File: src/rtl/alu_pkg.sv
// Shared definitions for the multi-precision add/subtract sequencer.
// Provides the sequencer state encoding, the add/sub opcode values, default
// sizing constants and a signed-overflow helper used when building flags.
package alu_pkg;

   // Sequencer states: idle, byte-serial processing, completion pulse.
   typedef enum logic [1:0] {
      IDLE = 2'd0,
      RUN  = 2'd1,
      DONE = 2'd2
   } state_t;

   // Operation select values carried on op_sub.
   localparam logic OP_ADD = 1'b0;
   localparam logic OP_SUB = 1'b1;

   // Default operand size and the matching byte-index width.
   localparam int DEF_NBYTES = 4;
   localparam int DEF_IDX_W  = $clog2(DEF_NBYTES);

   // Two's-complement overflow: both addends share a sign and the result
   // sign differs from it. b_msb must already reflect any subtract inversion.
   function automatic logic signed_overflow(input logic a_msb,
                                            input logic b_msb,
                                            input logic r_msb);
      return (a_msb == b_msb) && (r_msb != a_msb);
   endfunction

endpackage

File: src/rtl/mp_addsub_seq_adder.sv
// 8-bit ALU adder slice driven by the multi-precision sequencer.
// Ports:
//   add1, add2 : byte operands
//   ci         : carry/borrow from the previous byte
//   flag       : 1 = use ci (chained byte), 0 = first byte, no incoming carry
//   flip       : 1 = subtract; add2 is inverted and the effective carry-in
//                is inverted as well, so a first byte computes add1+~add2+1
//   sum, co    : byte result and raw carry out of bit 7
module adder (
   input  logic [7:0] add1,
   input  logic [7:0] add2,
   input  logic       ci,
   input  logic       flag,
   input  logic       flip,
   output logic [7:0] sum,
   output logic       co
);

   logic [7:0] b_eff_s;
   logic       cin_s;
   logic [8:0] total_s;

   // Operand conditioning and 9-bit add producing sum and carry.
   always_comb begin
      b_eff_s = flip ? ~add2 : add2;
      cin_s   = (flag & ci) ^ flip;
      total_s = {1'b0, add1} + {1'b0, b_eff_s} + {8'd0, cin_s};
   end

   assign sum = total_s[7:0];
   assign co  = total_s[8];

endmodule

File: src/rtl/mp_addsub_seq.sv
// Multi-precision add/subtract sequencer.
// Splits an NBYTES-wide add or subtract into one byte per cycle through the
// 8-bit adder slice, chaining carry (add) or borrow (sub) between bytes, and
// assembles the full-width result plus carry/zero/overflow flags.
// Ports:
//   clk, reset            : rising-edge clock, async active-high reset
//   start, op_sub         : request and operation (0 add, 1 sub), idle/done only
//   opa, opb              : W-bit operands, latched on accepted start
//   busy                  : high while bytes are processed
//   done                  : one-cycle pulse, result and flags valid from here
//   result                : W-bit result, held until overwritten by next op
//   carry_out             : add carry out / sub borrow (opa < opb unsigned)
//   zero, overflow        : result == 0 / signed overflow
module mp_addsub_seq
   import alu_pkg::*;
#(
   parameter int NBYTES = DEF_NBYTES
) (
   input  logic                clk,
   input  logic                reset,
   input  logic                start,
   input  logic                op_sub,
   input  logic [8*NBYTES-1:0] opa,
   input  logic [8*NBYTES-1:0] opb,
   output logic                busy,
   output logic                done,
   output logic [8*NBYTES-1:0] result,
   output logic                carry_out,
   output logic                zero,
   output logic                overflow
);

   localparam int W     = 8 * NBYTES;
   localparam int IDX_W = $clog2(NBYTES);
   localparam logic [IDX_W-1:0] LAST_IDX = IDX_W'(NBYTES - 1);

   state_t           state_r;
   logic [IDX_W-1:0] idx_r;
   logic [W-1:0]     a_r;
   logic [W-1:0]     b_r;
   logic             sub_r;
   logic             carry_r;

   logic [7:0]       add1_s;
   logic [7:0]       add2_s;
   logic             ci_s;
   logic             flag_s;
   logic             flip_s;
   logic [7:0]       sum_s;
   logic             co_s;

   logic [7:0]       a_byte_s;
   logic [7:0]       b_byte_s;
   logic [W-1:0]     res_next_s;
   logic             chain_s;

   // Select the current operand bytes and merge the adder sum into the result.
   always_comb begin
      a_byte_s   = 8'd0;
      b_byte_s   = 8'd0;
      res_next_s = result;
      for (int i = 0; i < NBYTES; i++) begin
         if (idx_r == IDX_W'(i)) begin
            a_byte_s                = a_r[8*i +: 8];
            b_byte_s                = b_r[8*i +: 8];
            res_next_s[8*i +: 8]    = sum_s;
         end else begin
            res_next_s[8*i +: 8]    = result[8*i +: 8];
         end
      end
   end

   // Adder drive: only meaningful during RUN, quiet otherwise.
   always_comb begin
      if (state_r == RUN) begin
         add1_s = a_byte_s;
         add2_s = b_byte_s;
         flip_s = sub_r;
         flag_s = (idx_r != {IDX_W{1'b0}});
         ci_s   = carry_r;
      end else begin
         add1_s = 8'd0;
         add2_s = 8'd0;
         flip_s = 1'b0;
         flag_s = 1'b0;
         ci_s   = 1'b0;
      end
   end

   // For subtract the stored chain bit is the borrow, the complement of co.
   assign chain_s = (sub_r == OP_SUB) ? ~co_s : co_s;

   adder u_adder (
      .add1 (add1_s),
      .add2 (add2_s),
      .ci   (ci_s),
      .flag (flag_s),
      .flip (flip_s),
      .sum  (sum_s),
      .co   (co_s)
   );

   // Sequencer FSM with registered busy/done, result and flag updates.
   always_ff @(posedge clk or posedge reset) begin
      if (reset) begin
         state_r   <= IDLE;
         idx_r     <= {IDX_W{1'b0}};
         a_r       <= {W{1'b0}};
         b_r       <= {W{1'b0}};
         sub_r     <= 1'b0;
         carry_r   <= 1'b0;
         busy      <= 1'b0;
         done      <= 1'b0;
         result    <= {W{1'b0}};
         carry_out <= 1'b0;
         zero      <= 1'b0;
         overflow  <= 1'b0;
      end else begin
         case (state_r)
            IDLE, DONE: begin
               done <= 1'b0;
               if (start) begin
                  a_r     <= opa;
                  b_r     <= opb;
                  sub_r   <= op_sub;
                  idx_r   <= {IDX_W{1'b0}};
                  carry_r <= 1'b0;
                  busy    <= 1'b1;
                  state_r <= RUN;
               end else begin
                  busy    <= 1'b0;
                  state_r <= IDLE;
               end
            end
            RUN: begin
               result  <= res_next_s;
               carry_r <= chain_s;
               if (idx_r == LAST_IDX) begin
                  carry_out <= chain_s;
                  zero      <= (res_next_s == {W{1'b0}});
                  overflow  <= signed_overflow(a_r[W-1],
                                               (sub_r == OP_SUB) ? ~b_r[W-1] : b_r[W-1],
                                               sum_s[7]);
                  busy      <= 1'b0;
                  done      <= 1'b1;
                  state_r   <= DONE;
               end else begin
                  idx_r     <= idx_r + {{(IDX_W-1){1'b0}}, 1'b1};
               end
            end
            default: begin
               busy    <= 1'b0;
               done    <= 1'b0;
               state_r <= IDLE;
            end
         endcase
      end
   end

endmodule

File: config.mk
export PLATFORM = sky130hd
export DESIGN_NAME = mp_addsub_seq
export DESIGN_NICKNAME = d
export VERILOG_FILES = /design/src/rtl/alu_pkg.sv /design/src/rtl/mp_addsub_seq_adder.sv /design/src/rtl/mp_addsub_seq.sv
export SDC_FILE = /design/constraint.sdc
export NUM_CORES = 1
export LEC_CHECK = 0
export ABC_AREA = 0
export CAP_MARGIN = 20
export CORE_MARGIN = 1.5
export CORE_UTILIZATION = 47
export CTS_CLUSTER_SIZE = 10
export DETAILED_ROUTE_END_ITERATION = 6
export GPL_TIMING_DRIVEN = 0
export PLACE_DENSITY_LB_ADDON = 0.1
export REMOVE_ABC_BUFFERS = 1
export SYNTH_ARGS = -nofsm -noshare
export SYNTH_HDL_FRONTEND = slang
export SYNTH_HIERARCHICAL = 1
export SYNTH_SLANG_ARGS = --single-unit
export TNS_END_PERCENT = 100
File: constraint.sdc
create_clock -name clk -period 4.2 [get_ports clk]
set_input_delay 0.84 -clock clk [delete_from_list [all_inputs] [get_ports clk]]
set_output_delay 0.84 -clock clk [all_outputs]
set_load 0.1 [all_outputs]
Yosys cells after proc, flatten, opt, wreduce, memory -nomap -nowiden

Cells that the tools add are included.

Register bits after elaboration: 107
Bits of input ports: 68
Word-level logic and storage cells: 74

Add/sub/neg operators: 3
Eq/ne operators: 10
Muxes and demuxes: 33
Bitwise logic cells: 5
Reduce and logical (&&, ||, !) cells: 11

Operators by type and width:

| kind                  | count |
|---|---|
| $mux W8               | 15 |
| $logic_not A32 Y1     | 1 |
| $mux W1               | 11 |
| $add A8 B8 Y9         | 1 |
| $add A9 B1 Y9         | 1 |
| $not A8 Y8            | 1 |
| $pmux W2 S2           | 2 |
| $eq A2 B2 Y1 const B  | 3 |
| $mux W2               | 3 |
| $ne A2 B2 Y1 const B  | 3 |
| $reduce_and A2 Y1     | 3 |
| $eq A2 B1 Y1 const B  | 2 |
| $logic_not A2 Y1      | 2 |
| $pmux W1 S2           | 2 |
| $reduce_bool A2 Y1    | 2 |
| $reduce_and A3 Y1     | 1 |
| $add A2 B1 Y2 const B | 1 |
| $not A1 Y1            | 2 |
| $reduce_or A2 Y1      | 1 |
| $and A1 B1 Y1         | 1 |
| $eq A1 B1 Y1          | 1 |
| $logic_and A1 B1 Y1   | 1 |
| $ne A1 B1 Y1          | 1 |
| $xor A1 B1 Y1         | 1 |

Depth between registers and ports, before layout

Gate-level depths: netlist (run 1).

Depth in word-level cells: 13
Gate-level depth with buffers: 20
Mapped depth without buffers: 19

By module

Netlist (run 1), hierarchy kept.

Modules (own cells, without submodules):

| module        | instances | cells an instance | area an instance (µm²) |
|---|---|---|---|
| mp_addsub_seq | 1         | 519               | 4931.0 |
| adder         | 1         | 53                | 405.4 |

Worst setup path before layout (run 1)

OpenSTA, ideal clock, no wires.

Kind: reg2reg
Start point: reg done (netlist name)
End point: reg zero
Library setup time: 120 ps
Data arrival time: 3867 ps
Path slack: 214 ps
Cell stages (with the launch flop): 19
Clock period less this slack: 3986 ps
Cells stage by stage: dfrtp_1 -> nand2b_1 -> clkbuf_1 -> buf_1 -> nor2_1 -> nand2_1 -> xnor2_1 -> fa_1 -> inv_1 -> fa_1 -> nor2b_1 -> o21ai_1 -> a21oi_1 -> o21ai_0 -> a21oi_1 -> nor3_1 -> a22oi_1 -> nor2_1 -> a31o_1

RTL lines:

| element              | line                 | text |
|---|---|---|
| to (signal assigned) | mp_addsub_seq.sv:140 | `zero <= (res_next_s == {W{1'b0}});` |
| to (decl)            | mp_addsub_seq.sv:29  | `output logic zero,` |

Final worst setup path (run 1)

Start point: reg idx_r[1]
End point: reg zero

Word-level cells in the longest chain between the ends: 12
Elaborated cells on any way between the ends: 28

Ends and longest elaborated chain:

| element                | line                      | text |
|---|---|---|
| from (decl)            | mp_addsub_seq.sv:38       | `logic [IDX_W-1:0] idx_r;` |
| from (signal assigned) | mp_addsub_seq.sv:107      | `idx_r <= {IDX_W{1'b0}};` |
| from (signal assigned) | mp_addsub_seq.sv:126      | `idx_r <= {IDX_W{1'b0}};` |
| from (signal assigned) | mp_addsub_seq.sv:148      | `idx_r <= idx_r + {{(IDX_W-1){1'b0}}, 1'b1};` |
| $logic_not A2 Y1       | mp_addsub_seq.sv:63       | `if (idx_r == IDX_W'(i)) begin` |
| $mux W8 (3 in a row)   | mp_addsub_seq.sv:63       |  |
| $mux W8 *              | mp_addsub_seq.sv:63       |  |
| $mux W8 *              | mp_addsub_seq.sv:75       | `if (state_r == RUN) begin` |
| named net add2_s[0]    | mp_addsub_seq.sv:45       | `logic [7:0] add2_s;` |
| $not A8 Y8             | mp_addsub_seq_adder.sv:25 | `b_eff_s = flip ? ~add2 : add2;` |
| $mux W8 *              | mp_addsub_seq_adder.sv:25 |  |
| $add A8 B8 Y9 *        | mp_addsub_seq_adder.sv:27 | `total_s = {1'b0, add1} + {1'b0, b_eff_s} + {8'd0, cin_s};` |
| $add A9 B1 Y9 *        | mp_addsub_seq_adder.sv:27 |  |
| named net sum_s[6]     | mp_addsub_seq.sv:49       | `logic [7:0] sum_s;` |
| $mux W8                | mp_addsub_seq.sv:63       |  |
| $logic_not A32 Y1 *    | mp_addsub_seq.sv:140      |  |

Mark *: on every way through the listed nets, which the timed path passes. The rest lies on a longest branch.
A chain may end at the register's enable or synchronous reset.

==> results of run 1 <==
final timing paths:
| kind | to | depth (start not counted) |
|---|---|---|
| max | zero | 18 |
| min | b_r[5] | 2 |
| max reg2reg | zero | 18 |
| min reg2reg | b_r[5] | 2 |
| max in group asynchronous | a_r[12] | 3 |
| min in group asynchronous | result[10] | 2 |
what timing repair did:
item                                    in CTS  in global routing
resized for setup                            9                 13
endpoints found under the setup margin      16                  6
setup buffers                                5                 14
pin swaps                                    2                  5
flip-flops by register name, summed over array words and instances (netlist names):
| name | flops |
|---|---|
| carry_r | 1 |
| sub_r | 1 |
| a_r | 32 |
| b_r | 32 |
| carry_out | 1 |
| zero | 1 |
| busy | 1 |
| state_r | 1 |
| idx_r | 2 |
| result | 32 |
| overflow | 1 |
| done | 1 |
cells by family (layout without fill, tap and decap cells):
group,Yosys count,after routing,synth area share (%)
AO/OA/AOI/OAI,93,93,11.4
multiplexers,29,29,6.31
flip-flops,106,106,49.7
AND/OR/NAND/NOR,256,256,21.4
adder cells (fa/ha/maj),13,13,3.33
buffers and inverters,60,171,5.46
XOR/XNOR,15,15,2.46
synth_stat cells, types with 5 or more instances:
cell type and number:
clkbuf_1 12, o21ai_0 25, a211o_1 16, xor2_1 10
dfrtp_1 106, a211oi_1 18, nand2_1 190, ha_1 11
and3b_1 16, nor4_1 7, mux2_2 25, inv_1 27
nor2_1 19, a21oi_1 22, buf_6 5, buf_2 8
nor2b_1 5, xnor2_1 5, buf_1 5
layer usage:
layer	wire [um]	track usage (%)
met3	487	4.27
met2	6320	37.8
met5	0	0
met4	199	7.33
met1	5820	29.8
stage by stage:
step / setup TNS, ns / area (um^2) / setup WS, ns / utilization [%]
5_1_grt: -0.00385 / 7040 / -0.00385 / 64.4
6_report: 0 / 7040 / 0.258 / 64.4
4_1_cts: 0 / 6890 / 0.00306 / 63.0
2_1_floorplan: 0 / 5150 / 0.0847 / -
3_3_place_gp: -202.04 / 6360 / -1.51 / 58.2
3_5_place_dp: -3.89 / 6500 / -0.751 / 59.5
cell type report:
| cell class | instances | area (um^2) | share of cell area (%) |
|---|---|---|---|
| flip-flops and latches | 106 | 2660 | 37.7 |
| multi-input cells | 406 | 2480 | 35.3 |
| repair buffers | 129 | 1310 | 18.6 |
| clock buffers | 13 | 270 | 3.84 |
| well taps | 140 | 175 | 2.49 |
| inverters | 27 | 109 | 1.55 |
| clock inverters | 2 | 35.0 | 0.498 |
critical path, cell delays in order (launching register included):
cell and delay (ns):
dfrtp_2 0.43, buf_4 0.15, ha_4 0.29, a211o_1 0.34, a21oi_2 0.19, xor2_1 0.20, fa_2 0.26, inv_1 0.06
fa_1 0.40, nor2b_1 0.13, o21ai_1 0.09, a21oi_2 0.19, o31a_1 0.17, a21oi_2 0.07, buf_4 0.15, nor4_1 0.22
o22ai_1 0.11, a211oi_1 0.23, a31o_1 0.16
cells in the final DEF (no fill, tap or decap), drive strengths merged, types with 2 or more instances in the layout:
cell type,n
nor4,9
a21oi,23
dfrtp,106
ha,11
nor3,3
o21a,2
xnor2,5
nand2,194
clkdlybuf4s50,104
nor2,19
xor2,10
and2,3
fa,2
a22oi,2
o21ai,26
a211oi,18
a211o,16
nand3,2
nand2b,3
buf,24
mux2,28
nor2b,5
and3b,16
inv,27
clkbuf,14
==> results.cfg, run 1 <==
[run_status]
status = completed

[placement]
gp_congestion = 0.773
dp_hpwl_mm = 8.53
port_buffers = 104
post-place-cells = 789

[floorplanning]
fp.coreArea_mm2 = 0.0109
num_rows = 38
die_h_um = 110
ioPinCount = 105
die_x_um = 110
start_util_pct = 48.8
die_area_mm2 = 0.0120

[finish]
nNetsFinal = 760
diodes = 0
drive_gt1_share_pct = 13.8
syn_to_final_growth_pct = 31.9
final_cells = 823
fill_cells = 952

[setup_path]
crit_path_start_kind = register
worst_setup_path_end_kind = register
critical_path.max_fanout = 37
reg2reg_from = idx_r[1]
crit_type = register to register
worstPathArrival_ns = 4.23
crit_required_ns = 4.49
regToRegSetupSlack_ns = 0.26
crit_start = idx_r[1]

[global_route]
grt_max_degree = 69
grt_pass1_wl_mm = 20.8
grt_usage_pct = 22.7
antenna_found_initial = 0
grt_pass1_vias = 4246
grt.overflow.total = 0

[min_path]
hold_start = b_r[5]
min_path_type = register to register

[synth]
synth_edf_count = 0
synth_top_cell_by_area = dfrtp_1
synth_cells = 572
ys.flop_type = dfrtp_1
syn_area_mm2 = 0.00534
synthArstFlopShare_pct = 100
synth-seq-cells = 106
synth_top_area_share_pct = 49.7
yosysSeqAreaShare_pct = 49.7
yosys_warnings = 6
synth_area_leaders = dfrtp_1 50%, nand2_1 13%, mux2_2 5.3%
yosys.cell_types.count = 44
synth_area_per_cell_um2 = 9.33

[run]
drv_cap = 0

[clock_tree]
cts-root-buf = clkbuf_16
cts.sinks = 106
h-tree-depth = 3
hold_buffers = 0
numCtsBuffers = 9
clockBufferDepth = 2
tritoncts = built
clk_pin_slew_ns = 0.07
worstSkewPairLatency_ns = 0.35

[timing]
setup_violations = 0
period_minus_slack_ns = 3.94
finalMaxSlewViolations = 0
clock-skew-final_ns = 0.00508
slew_headroom_pct = 32.0
hold_viol_final = 0
fin_crit_sh_pct = 93.8
timing.fmax_mhz = 254
worstMarginPinSlew_ns = 1.02
whs_ns = 0.473

[route]
wl_per_cell_um = 15.6
viasPerCell = 5.20
drt_iter0_drc = 202
totalWireLength_mm = 12.8
drtAntennaViolNets = 0
first_pass_iters = 4
drc = 0
num_vias = 4280
Power of run 1 is not shown: default switching activity piles up to over one toggle a cycle in this logic, so the estimate is an artifact.
==> run 2: changes to the inputs <==
CORE_MARGIN = 2   (was 1.5)
==> results.cfg, run 2 (synthesized netlist as in run 1, its figures left out) <==
[global_route]
met3_usage_pct = 3.90
grt_max_degree = 67
grt_usage_pct = 21.8
busiest_layer = met2
use_met2_pct = 37.2
grt.overflow.total = 0
grt_pass1_vias = 4349
antenna_found_initial = 0
met1_usage_pct = 28.0
grt_pass1_wl_mm = 21.5

[placement]
post-place-cells = 789
dp_hpwl_mm = 8.80
gp_congestion = 0.776
port_buffers = 104
post-place-ws_ns = -0.812

[timing]
period_minus_slack_ns = 4.01
timing.fmax_mhz = 249
finalMaxSlewViolations = 0
fin_crit_sh_pct = 95.6
clock-skew-final_ns = 0.00490
fin_ws_ns = 0.186
slew_headroom_pct = 32.1
worstMarginPinSlew_ns = 1.02
setup_violations = 0
hold_viol_final = 0
whs_ns = 0.474

[run_status]
status = completed

[clock_tree]
cts.sinks = 106
numCtsBuffers = 9
clk_pin_slew_ns = 0.07
tritoncts = built
worstSkewPairLatency_ns = 0.35
clockBufferDepth = 2
h-tree-depth = 3
cts-root-buf = clkbuf_16

[floorplanning]
die_h_um = 111
die_area_mm2 = 0.0122
fp.coreArea_mm2 = 0.0109
num_rows = 38
start_util_pct = 48.8
ioPinCount = 105
die_x_um = 111

[route]
drtAntennaViolNets = 0
drt_iter0_drc = 178
num_vias = 4259
first_pass_iters = 4
drc = 0
wl_per_cell_um = 15.7
totalWireLength_mm = 12.9
viasPerCell = 5.18

[min_path]
hold_start = a_r[2]
min_path_type = register to register
whs_path_depth = 2
worstHoldEndpoint = a_r[2]

[setup_path]
crit_chain = inv_2 > ha_4 > and3b_1 > a211oi_1 > a211o_1 > a21oi_1 > xor2_1 > fa_2 > inv_1 > fa_1 > nor2b_1 > o21ai_1 > a21oi_2 > buf_4 > nor2_1 > nor4_1 > mux2i_1 > nor2_1 > a31o_1
critPathMaxStageDelay_ns = 0.48
r2r_end = zero
reg2reg_from = idx_r[1]
rr_worst_depth = 19
crit_top_cell = nor2_1
worstPathArrival_ns = 4.25
critical_path.max_fanout = 6
crit_path_start_kind = register
crit_required_ns = 4.44
worst_setup_path_end_kind = register
crit_slowest_cell = nor2_1
regToRegSetupSlack_ns = 0.19
crit_type = register to register

[run]
drv_cap = 0

[finish]
final_common_cell = nand2_1
fill_cells = 973
seq_area_mm2 = 0.00265
multi_input_area_mm2 = 0.00248
syn_to_final_growth_pct = 31.6
diodes = 0
nNetsFinal = 758
final_cells = 822
drive_gt1_share_pct = 13.5
top_regs = a_r x32, b_r x32, result x32
final_cell_mix = 190 x nand2_1, 105 x dfrtp_1, 104 x clkdlybuf4s50_1, 25 x mux2_2
==> run 2: changes by cell type in the layout (fill, tap and decap cells not counted), moves of 2 or more <==
cell,before,now
inv_2,0,2
a21oi_2,5,3
inv_4,3,1
clkbuf_8,3,5
buf_4,17,15
a21oi_1,18,20
==> run 2: critical path, delay by kind of cell, from the launching register on <==
family | cells | cell delay [ns]
muxes | 1 | 0.20
buffers and inverters | 3 | 0.35
adders and majority gates | 3 | 0.80
DFF | 1 | 0.45
xor gates and xnor gates | 1 | 0.23
AOI/OAI and AO/OA | 6 | 0.96
and+or+nand+nor | 5 | 0.94
==> run 2: worst max path at each step <==
stage | cells after the start | slack (ns) | end | startpoint
after floorplan | 15 | 0.08 | zero | done
after global placement | 4 | -1.52 | b_r[23] | start
after detailed placement | 19 | -0.81 | zero | idx_r[0]
after CTS | 20 | 0.007 | zero | idx_r[1]
after global routing | 20 | -0.03 | zero | idx_r[1]
final | 19 | 0.19 | zero | idx_r[1]
==> run 2: area by class of cell <==
class | instances | share of cell area [%]
sequential | 106 | 37.8
multi-input combinational | 406 | 35.4
timing repair buffer | 127 | 18.5
clock buffer | 15 | 4.24
tap | 140 | 2.49
inverter | 27 | 1.48
clock inverter | 1 | 0.0713
==> run 2: through the flow <==
step	cell area [um^2]	util [%]	TNS (ns)
3_5_place_dp	6510	59.5	-4.76
4_1_cts	6910	63.1	0
3_3_place_gp	6360	58.2	-199.82
6_report	7020	64.2	0
2_1_floorplan	5150	-	0
5_1_grt	7020	64.2	-0.0309
==> run 2: what timing repair did <==
action                     in CTS  in global routing
cloned                          0                  0
setup buffers                   5                 12
hold buffers                    0                  0
resized for setup              10                  9
setup endpoints to repair      20                  1
pin swaps                       2                  5
==> run 2: per-layer routing <==
layer	up-vias	wire length (um)
met5	-	0
met4	0	235
met3	22	597
met2	109	6320
met1	2025	5780
li1	2103	-
Power of run 2 is left out for the same reason.
